## config.mk

```make
export PLATFORM = sky130hd
export DESIGN_NAME = rnn_step_sequencer
export DESIGN_NICKNAME = d
export VERILOG_FILES = /design/src/rtl/rnn_step_sequencer.sv
export SDC_FILE = /design/constraint.sdc
export NUM_CORES = 1
export LEC_CHECK = 0
export BUFFER_PORTS_ARGS = -buffer_cell sky130_fd_sc_hd__buf_2
export CAP_MARGIN = 15
export CORE_ASPECT_RATIO = 0.8
export CORE_MARGIN = 4
export CORE_UTILIZATION = 55
export CTS_CLUSTER_DIAMETER = 40
export DETAILED_ROUTE_END_ITERATION = 10
export PLACE_DENSITY = 0.8
export SKIP_CTS_REPAIR_TIMING = 1
export SLEW_MARGIN = 10
export SYNTH_ARGS = -nofsm -noshare
export SYNTH_HDL_FRONTEND = slang
export SYNTH_SLANG_ARGS = --single-unit
```

## constraint.sdc

```tcl
create_clock -name clk -period 2.6 [get_ports clk]
set_input_delay 0.39 -clock clk [delete_from_list [all_inputs] [get_ports clk]]
set_output_delay 0.39 -clock clk [all_outputs]
set_load 0.005 [all_outputs]
```

## src/rtl/rnn_step_sequencer.sv

```systemverilog
// rtl/rnn_step_sequencer.sv - RNN timestep sequencer for the shared MAC datapath (optional feature macro: RNN_SEQ_TIMEOUT_EN)
module rnn_step_sequencer #(
    parameter int N_INPUT  = 2,
    parameter int N_HIDDEN = 4,
    parameter int STEP_W   = 4,
`ifdef RNN_SEQ_TIMEOUT_EN
    parameter int TIMEOUT_CYC = 255,
`endif
    localparam int XA_W = (N_INPUT > 1) ? $clog2(N_INPUT) : 1,
    localparam int HA_W = (N_HIDDEN > 1) ? $clog2(N_HIDDEN) : 1,
    localparam int KW   = $clog2(N_INPUT + N_HIDDEN),
    localparam int WA_W = $clog2(N_HIDDEN * (N_INPUT + N_HIDDEN)),
    localparam int MX   = (N_INPUT > N_HIDDEN) ? N_INPUT : N_HIDDEN,
    localparam int OA_W = (MX > 1) ? $clog2(MX) : 1
) (
    input  logic              clk,
    input  logic              rst_n,
    input  logic              ena,
    input  logic              start,
    input  logic [STEP_W-1:0] steps_in,
    input  logic              x_valid,
    output logic              x_ready,
    output logic              x_we,
    output logic [XA_W-1:0]   x_addr,
    output logic              acc_clr,
    output logic              mac_en,
    output logic [WA_W-1:0]   w_addr,
    output logic              op_sel,
    output logic [OA_W-1:0]   op_addr,
    output logic              bias_en,
    output logic              h_we,
    output logic [HA_W-1:0]   h_addr,
    output logic              h_swap,
    output logic              busy,
    output logic              done
`ifdef RNN_SEQ_TIMEOUT_EN
    ,
    output logic              err
`endif
);

    typedef enum logic [2:0] {
        S_IDLE, S_WAIT_X, S_ROW_INIT, S_MAC, S_BIAS, S_WB, S_SWAP, S_DONE
    } state_t;

    state_t            state_q, state_d;
    logic [XA_W-1:0]   i_q, i_d;
    logic [KW-1:0]     k_q, k_d;
    logic [HA_W-1:0]   r_q, r_d;
    logic [STEP_W-1:0] step_q, step_d;
    logic [STEP_W-1:0] steps_q, steps_d;
    // Weight address tracks r*(N_INPUT+N_HIDDEN)+k by incrementing, so no multiplier is needed.
    logic [WA_W-1:0]   wa_q, wa_d;

    logic              x_ready_q, x_ready_d;
    logic              acc_clr_q, acc_clr_d;
    logic              mac_en_q, mac_en_d;
    logic              bias_en_q, bias_en_d;
    logic              h_we_q, h_we_d;
    logic              h_swap_q, h_swap_d;
    logic              done_q, done_d;
    logic              busy_q, busy_d;
    logic [XA_W-1:0]   x_addr_q, x_addr_d;
    logic [WA_W-1:0]   w_addr_q, w_addr_d;
    logic              op_sel_q, op_sel_d;
    logic [OA_W-1:0]   op_addr_q, op_addr_d;
    logic [HA_W-1:0]   h_addr_q, h_addr_d;
    logic              err_d;

`ifdef RNN_SEQ_TIMEOUT_EN
    localparam int TMO_W = $clog2(TIMEOUT_CYC + 1);
    logic [TMO_W-1:0]  tmo_q, tmo_d;
    logic              err_q;
`endif

    // Strobes are gated by ena so a frozen sequencer never triggers the datapath.
    assign x_ready = x_ready_q & ena;
    assign x_we    = x_valid & x_ready;
    assign acc_clr = acc_clr_q & ena;
    assign mac_en  = mac_en_q & ena;
    assign bias_en = bias_en_q & ena;
    assign h_we    = h_we_q & ena;
    assign h_swap  = h_swap_q & ena;
    assign done    = done_q & ena;
    assign busy    = busy_q;
    assign x_addr  = x_addr_q;
    assign w_addr  = w_addr_q;
    assign op_sel  = op_sel_q;
    assign op_addr = op_addr_q;
    assign h_addr  = h_addr_q;
`ifdef RNN_SEQ_TIMEOUT_EN
    assign err     = err_q & ena;
`endif

    // Next-state and counter update for the step/row/operand walk.
    always_comb begin
        state_d = state_q;
        i_d     = i_q;
        k_d     = k_q;
        r_d     = r_q;
        step_d  = step_q;
        steps_d = steps_q;
        wa_d    = wa_q;
        err_d   = 1'b0;
`ifdef RNN_SEQ_TIMEOUT_EN
        tmo_d   = tmo_q;
`endif
        case (state_q)
            S_IDLE: begin
                if (start) begin
                    steps_d = (steps_in == '0) ? STEP_W'(1) : steps_in;
                    step_d  = '0;
                    i_d     = '0;
                    state_d = S_WAIT_X;
`ifdef RNN_SEQ_TIMEOUT_EN
                    tmo_d   = '0;
`endif
                end
            end
            S_WAIT_X: begin
                if (x_we) begin
`ifdef RNN_SEQ_TIMEOUT_EN
                    tmo_d = '0;
`endif
                    if (i_q == XA_W'(N_INPUT - 1)) begin
                        i_d     = '0;
                        r_d     = '0;
                        wa_d    = '0;
                        state_d = S_ROW_INIT;
                    end else begin
                        i_d = i_q + XA_W'(1);
                    end
                end else begin
`ifdef RNN_SEQ_TIMEOUT_EN
                    // Abandon the run quietly: no swap, no done, just an err pulse.
                    if (tmo_q == TMO_W'(TIMEOUT_CYC - 1)) begin
                        i_d     = '0;
                        err_d   = 1'b1;
                        state_d = S_IDLE;
                    end else begin
                        tmo_d = tmo_q + TMO_W'(1);
                    end
`endif
                end
            end
            S_ROW_INIT: begin
                k_d     = '0;
                state_d = S_MAC;
            end
            S_MAC: begin
                wa_d = wa_q + WA_W'(1);
                if (k_q == KW'(N_INPUT + N_HIDDEN - 1)) begin
                    state_d = S_BIAS;
                end else begin
                    k_d = k_q + KW'(1);
                end
            end
            S_BIAS: begin
                state_d = S_WB;
            end
            S_WB: begin
                if (r_q == HA_W'(N_HIDDEN - 1)) begin
                    state_d = S_SWAP;
                end else begin
                    r_d     = r_q + HA_W'(1);
                    state_d = S_ROW_INIT;
                end
            end
            S_SWAP: begin
                if (step_q == steps_q - STEP_W'(1)) begin
                    state_d = S_DONE;
                end else begin
                    step_d  = step_q + STEP_W'(1);
                    i_d     = '0;
                    state_d = S_WAIT_X;
`ifdef RNN_SEQ_TIMEOUT_EN
                    tmo_d   = '0;
`endif
                end
            end
            S_DONE: begin
                state_d = S_IDLE;
            end
            default: begin
                state_d = S_IDLE;
            end
        endcase
    end

    // Moore output decode from the upcoming state so outputs come straight out of flops.
    always_comb begin
        x_ready_d = 1'b0;
        acc_clr_d = 1'b0;
        mac_en_d  = 1'b0;
        bias_en_d = 1'b0;
        h_we_d    = 1'b0;
        h_swap_d  = 1'b0;
        done_d    = 1'b0;
        busy_d    = (state_d != S_IDLE);
        x_addr_d  = x_addr_q;
        w_addr_d  = w_addr_q;
        op_sel_d  = op_sel_q;
        op_addr_d = op_addr_q;
        h_addr_d  = h_addr_q;
        case (state_d)
            S_WAIT_X: begin
                x_ready_d = 1'b1;
                x_addr_d  = i_d;
            end
            S_ROW_INIT: acc_clr_d = 1'b1;
            S_MAC: begin
                mac_en_d = 1'b1;
                w_addr_d = wa_d;
                if (k_d < KW'(N_INPUT)) begin
                    op_sel_d  = 1'b0;
                    op_addr_d = OA_W'(k_d);
                end else begin
                    op_sel_d  = 1'b1;
                    op_addr_d = OA_W'(k_d - KW'(N_INPUT));
                end
            end
            S_BIAS: bias_en_d = 1'b1;
            S_WB: begin
                h_we_d   = 1'b1;
                h_addr_d = r_d;
            end
            S_SWAP: h_swap_d = 1'b1;
            S_DONE: done_d = 1'b1;
            default: begin
            end
        endcase
    end

    // State and counter registers; ena low freezes everything.
    always_ff @(posedge clk or negedge rst_n) begin
        if (!rst_n) begin
            state_q <= S_IDLE;
            i_q     <= '0;
            k_q     <= '0;
            r_q     <= '0;
            step_q  <= '0;
            steps_q <= '0;
            wa_q    <= '0;
`ifdef RNN_SEQ_TIMEOUT_EN
            tmo_q   <= '0;
`endif
        end else if (ena) begin
            state_q <= state_d;
            i_q     <= i_d;
            k_q     <= k_d;
            r_q     <= r_d;
            step_q  <= step_d;
            steps_q <= steps_d;
            wa_q    <= wa_d;
`ifdef RNN_SEQ_TIMEOUT_EN
            tmo_q   <= tmo_d;
`endif
        end
    end

    // Output registers; they hold while ena is low.
    always_ff @(posedge clk or negedge rst_n) begin
        if (!rst_n) begin
            x_ready_q <= 1'b0;
            acc_clr_q <= 1'b0;
            mac_en_q  <= 1'b0;
            bias_en_q <= 1'b0;
            h_we_q    <= 1'b0;
            h_swap_q  <= 1'b0;
            done_q    <= 1'b0;
            busy_q    <= 1'b0;
            x_addr_q  <= '0;
            w_addr_q  <= '0;
            op_sel_q  <= 1'b0;
            op_addr_q <= '0;
            h_addr_q  <= '0;
`ifdef RNN_SEQ_TIMEOUT_EN
            err_q     <= 1'b0;
`endif
        end else if (ena) begin
            x_ready_q <= x_ready_d;
            acc_clr_q <= acc_clr_d;
            mac_en_q  <= mac_en_d;
            bias_en_q <= bias_en_d;
            h_we_q    <= h_we_d;
            h_swap_q  <= h_swap_d;
            done_q    <= done_d;
            busy_q    <= busy_d;
            x_addr_q  <= x_addr_d;
            w_addr_q  <= w_addr_d;
            op_sel_q  <= op_sel_d;
            op_addr_q <= op_addr_d;
            h_addr_q  <= h_addr_d;
`ifdef RNN_SEQ_TIMEOUT_EN
            err_q     <= err_d;
`endif
        end
    end

`ifndef RNN_SEQ_TIMEOUT_EN
    // Without the watchdog there is never an abort to report.
    logic unused_err;
    assign unused_err = err_d;
`endif

endmodule

```

Word level (Yosys, flattened, before mapping):

Index checks and enable logic that the tools add are counted.

* bits in registers: 41
* input bits: 9
* output and inout bits: 20
* word-level logic and storage cells: 98

* add/sub/neg operators: 7
* order comparisons: 1
* eq/ne operators: 19
* muxes and demuxes: 34
* bitwise gates (word level): 8
* reductions and logical operators: 9

Operator list (number)
* equality test 3 bit (second input constant): 9
* one-hot mux 3 bit (8 select lines): 1
* 2-to-1 mux 3 bit: 7
* equality test 3 x 2 -> 1 bit (second input constant): 4
* 2-to-1 mux 1 bit: 12
* 2-to-1 mux 4 bit: 3
* 2-to-1 mux 5 bit: 2
* one-hot mux 5 bit (2 select lines): 1
* AND 1 bit: 8
* 2-to-1 mux 2 bit: 4
* one-hot mux 4 bit (2 select lines): 1
* equality test 3 x 1 -> 1 bit (second input constant): 2
* one-hot mux 3 bit (2 select lines): 1
* AND reduction 2 bit: 3
* adder 5 x 1 -> 5 bit (second input constant): 1
* adder 4 x 1 -> 4 bit (second input constant): 1
* equality test 4 bit: 1
* logical NOT 4 bit: 1
* inequality test 2 bit (second input constant): 2
* one-hot mux 2 bit (2 select lines): 1
* AND reduction 4 bit: 1
* subtractor 4 x 1 -> 4 bit (second input constant): 1
* adder 3 x 1 -> 3 bit (second input constant): 1
* logical NOT 3 bit: 1
* 9 further kinds: 9

Depth between registers and ports, before layout:

* depth after elaboration: 6
* mapped depth: 7
* depth with buffers taken out: 7

Worst setup path after synthesis:

No wires, ideal clock.

* kind: reg2reg
* start: register steps_q[0]
* end: register x_addr_q, in the netlist x_addr
* setup time: 0.125 ns
* arrival: 1.879 ns
* data required time: 2.475 ns
* slack: 0.596 ns
* stages on the path, launching flop included: 8
* path buffers: 0
* period minus slack after synthesis: 2.004 ns
* cells stage by stage: dfrtp_1 -> inv_1 -> ha_1 -> xor2_1 -> nand2_1 -> or4_4 -> nor4b_4 -> mux2_4

* longest elaborated chain between the ends: 6
* elaborated cells on any way between the ends: 8
* those cells by class: add/sub (1); eq/ne (2); mux (4); reduce/logical (1)

Ends and longest elaborated chain
* from (decl): RTL line 51 `logic [STEP_W-1:0] steps_q, steps_d;`
* from (signal assigned): RTL line 253 `steps_q <= steps_d;`
* subtractor 4 x 1 -> 4 bit (*): RTL line 170 `if (step_q == steps_q - STEP_W'(1)) begin`
* equality test 4 bit (*): RTL line 170
* 2-to-1 mux 3 bit: RTL line 170
* one-hot mux 3 bit (8 select lines): RTL line 108 `case (state_q)`
* equality test 3 x 1 -> 1 bit: RTL line 205 `case (state_d)`
* AND reduction 2 bit (no line)
* to (signal assigned): RTL line 289 `x_addr_q <= x_addr_d;`
* to (decl): RTL line 63 `logic [XA_W-1:0] x_addr_q, x_addr_d;`

Mark *: on every way between the ends. The rest lies on a longest branch, timed or not.
A chain may end at the register's enable or synchronous reset.

Final worst setup path:

Ends and elaborated chain as after synthesis.

==> flow_summary.toml <==
[clock_network]
worst_skew_pair_later_pin_latency_ps = 300
cts_tree = "built"
cts_buffer_depth = 2
cts_buffers = 5
clock_tree.root_cell = "sky130_fd_sc_hd__clkbuf_8"
worst_setup_hold_path_clk_slew_ps = 80
number_of_h_tree_levels = 2
cts.sink_count = 41

[worst_setup_path]
critPathLaunchType = "flip-flop"
critical_path_peak_fanout = 4
path_class = "reg -> reg"
critical_path_endpoint_category = "flip-flop"
crit_arrival_ps = 2350
crit_path_cell_trace = "inv_1 > ha_1 > xor2_1 > nand2_1 > or4_4 > nor4b_4 > mux2_4"
cp_slowest_stage_delay_ps = 510
critPathBufInv = 1
worst_ep_required_time_ps = 2790
critical_path.top_delay_family = "simple AND/OR/NAND/NOR gates"
critical_path.slowest_cell = "sky130_fd_sc_hd__or4_4"

[global_route]
gr-usage-met3 = 0.0477
first_global_vias = 1799
global_route_wire_length_before_repair_mm = 8.68
global_route.peak_usage_layer = "met2"
antenna_found_initial = 0
met1_demand_to_capacity_share_in_global_routing = 0.309
grt.overflow.total = 0
grtUsageTotal = 0.213
met2_global_route_usage = 0.315
largest_net_degree_at_the_start_of_global_routing = 42

[sta]
slew_violations = 0
hold_viol = 0
layout_worst_path_cycle_share = 0.833
final_period_minus_worst_setup_slack_ps = 2170
totalNegativeSetupSlack_ps = 0
worst_clock_skew_ps = 5.59
final_critical_path_setup_slack_ps = 434
tightestPinTransition_ps = 913
finalSetupViolCount = 0
fmaxAchievable_mhz = 462
grt_setup_unrepaired = "no"
worst_slew_margin_rel = 0.392

[synthesis]
asyncSetResetFlopFracSynth = 1.00
netlist_area_sq_um = 2320
mean_instance_size_in_the_synthesized_netlist_sq_um = 9.15
synth.yosys.seq_area_share = 0.442
post_synth_mux_area_share = 0.0447
synth.lib_cells_used.distinct = 49
yosys_warnings = 0
post_synth_inst_count = 254
synth_flop_cell = "sky130_fd_sc_hd__dfrtp_1"
synth_simple_gate_area_frac = 0.220
synth_compound_gate_area_share = 0.201
ys_ff_latch = 41
dominant_combinational_cell_family_by_area_after_synthesis = "simple AND/OR/NAND/NOR gates"
synth_xor_xnor_area_share = 0.0226
yosys.area_share.adder = 0.0269
synth_enable_flop_cells = 0
mappedNetlistNets = 268

[die]
core_area_sq_um = 3930
number_of_placement_rows = 20
floorplan.io_pins = 29
initial_core_util = 0.591
die-height_um = 66.1
die_area_sq_um = 5330
floorplan.die.width_um = 80.7

[layout]
nets = 294
final_cell_area_sq_um = 2590
drive_above_1_share = 0.189
area_growth_syn_to_layout_pct = 11.7
antennaDiodeCount = 0

[placement]
hpwlAfterDp_mm = 3.75
pre_cts_slack_ps = 488
finalWeightedCongestion = 0.810
io_buffer_count = 28
post_dp_cell_area_sq_um = 2510

[routing]
routedWlPerCell_um = 15.7
drt_pass1_iterations = 4
first_iter_violations = 150
routed_wirelength_mm = 5.27
drt.antenna.violating_nets = 0
vias = 1946
vias_per_cell = 5.79
route.detailed.drc = 0

[worst_hold_path]
worst_hold_path_type = "in -> async"

[power_and_ir_drop]
power.ir.vdd_worst_uv = 416
power_per_cell_area_nw_per_um2 = 997
leakagePower_nw = 1.23

[status]
run_status = "finished, final reports clean"

[job]
maxCapViolations = 0
==> cells in the mapped netlist, drive strengths merged (2+ instances only) <==
master	instances	share of area
a21o	7	0.023
a21oi	21	0.045
a22o	4	0.015
a22oi	4	0.013
a31oi	4	0.011
a32o	2	0.0086
and2	9	0.024
buf	5	0.010
clkbuf	9	0.015
dfrtp	41	0.44
ha	5	0.027
inv	11	0.018
mux2	8	0.040
nand2	27	0.044
nand2b	3	0.0081
nand3	13	0.028
nor2	17	0.027
nor2b	5	0.017
nor3	12	0.028
nor4	2	0.0054
o21a	2	0.0065
o21ai	17	0.037
o32ai	2	0.019
or2	2	0.0054
or3	2	0.0054
xnor2	4	0.015
xor2	2	0.0075
==> final cells by class <==
cell class | count | area, sq um
Timing Repair Buffer | 33 | 178
Sequential cell | 41 | 1030
Clock buffer | 6 | 72.6
Multi-Input combinational cell | 188 | 1200
Tap cell | 55 | 68.8
Inverter | 11 | 41.3
Clock inverter | 2 | 10.0
Fill cell | 334 | 1330
==> metrics by stage <==
stage / hold WS (ps) / util / total power [mW] / instances
2_1_floorplan: 94.4 / - / 1.84 / 254
3_3_place_gp: 456 / 0.639 / 2.12 / 328
3_5_place_dp: 467 / 0.639 / 2.17 / 328
4_1_cts: 260 / 0.661 / 2.59 / 336
5_1_grt: 308 / 0.661 / 2.79 / 336
6_report: 223 / 0.661 / 2.59 / 336
==> worst register-to-register path, stage by stage (launching register included) <==
cell	delay, ps
sky130_fd_sc_hd__dfrtp_1	420
sky130_fd_sc_hd__inv_1	100
sky130_fd_sc_hd__ha_1	310
sky130_fd_sc_hd__xor2_1	150
sky130_fd_sc_hd__nand2_1	90
sky130_fd_sc_hd__or4_4	510
sky130_fd_sc_hd__nor4b_4	160
sky130_fd_sc_hd__mux2_4	310
==> per-layer routing <==
metal | wire [um] | vias up
met1 | 2470 | 910
met5 | 0 | -
met4 | 85 | 0
met2 | 2310 | 70
met3 | 405 | 13
li1 | - | 953
==> registers in the layout (all words and copies together) (netlist names), 2 cells and up <==
name and count:
w_addr 5, wa_q 5, step_q 4, steps_q 4
k_q 3, state_q 3, h_addr 2, op_addr 2
r_q 2
==> placed cells by master (no fill, tap or decap), drive strengths merged, types with 3 or more instances in the layout <==
cell	netlist	layout
mux2	8	8
clkbuf	9	6
nor2	17	17
o21ai	17	17
nand2	27	27
and2	9	9
nand2b	3	3
nand3	13	13
nor2b	5	5
xnor2	4	4
a22o	4	4
nor3	12	12
a22oi	4	4
dfrtp	41	41
a21oi	21	21
a21o	7	7
ha	5	5
a31oi	4	4
inv	11	11
buf	5	33
==> cells by family after synthesis <==
group / after synthesis
mux: 9
flops: 41
fa+ha+maj: 5
buf+inv: 25
simple gates: 98
compound gates: 70
xor+xnor: 6
==> worst paths after layout <==
check | startpoint | to | slack [ps] | depth (start not counted)
min in group clk | steps_in[3] | steps_q[3]$_DFFE_PN0P_ | 340 | 2
setup / recovery | steps_q[0]$_DFFE_PN0P_ | x_addr$_DFFE_PN0P_ | 430 | 7
hold / removal | rst_n | step_q[2]$_DFFE_PN0P_ | 220 | 1
max in group asynchronous | rst_n | busy$_DFFE_PN0P_ | 1800 | 1
hold reg to reg | w_addr[4]$_DFFE_PN0P_ | w_addr[4]$_DFFE_PN0P_ | 480 | 2
setup reg to reg | steps_q[0]$_DFFE_PN0P_ | x_addr$_DFFE_PN0P_ | 430 | 7
==> where the power goes <==
| group | internal (mW) | switching, mW | total (mW) |
|---|---|---|---|
| sequential | 0.857 | 0.236 | 1.09 |
| combinational | 0.500 | 0.585 | 1.08 |
| clock | 0.186 | 0.223 | 0.410 |
| total | 1.54 | 1.04 | 2.59 |
(Power assumes the default switching activity.)
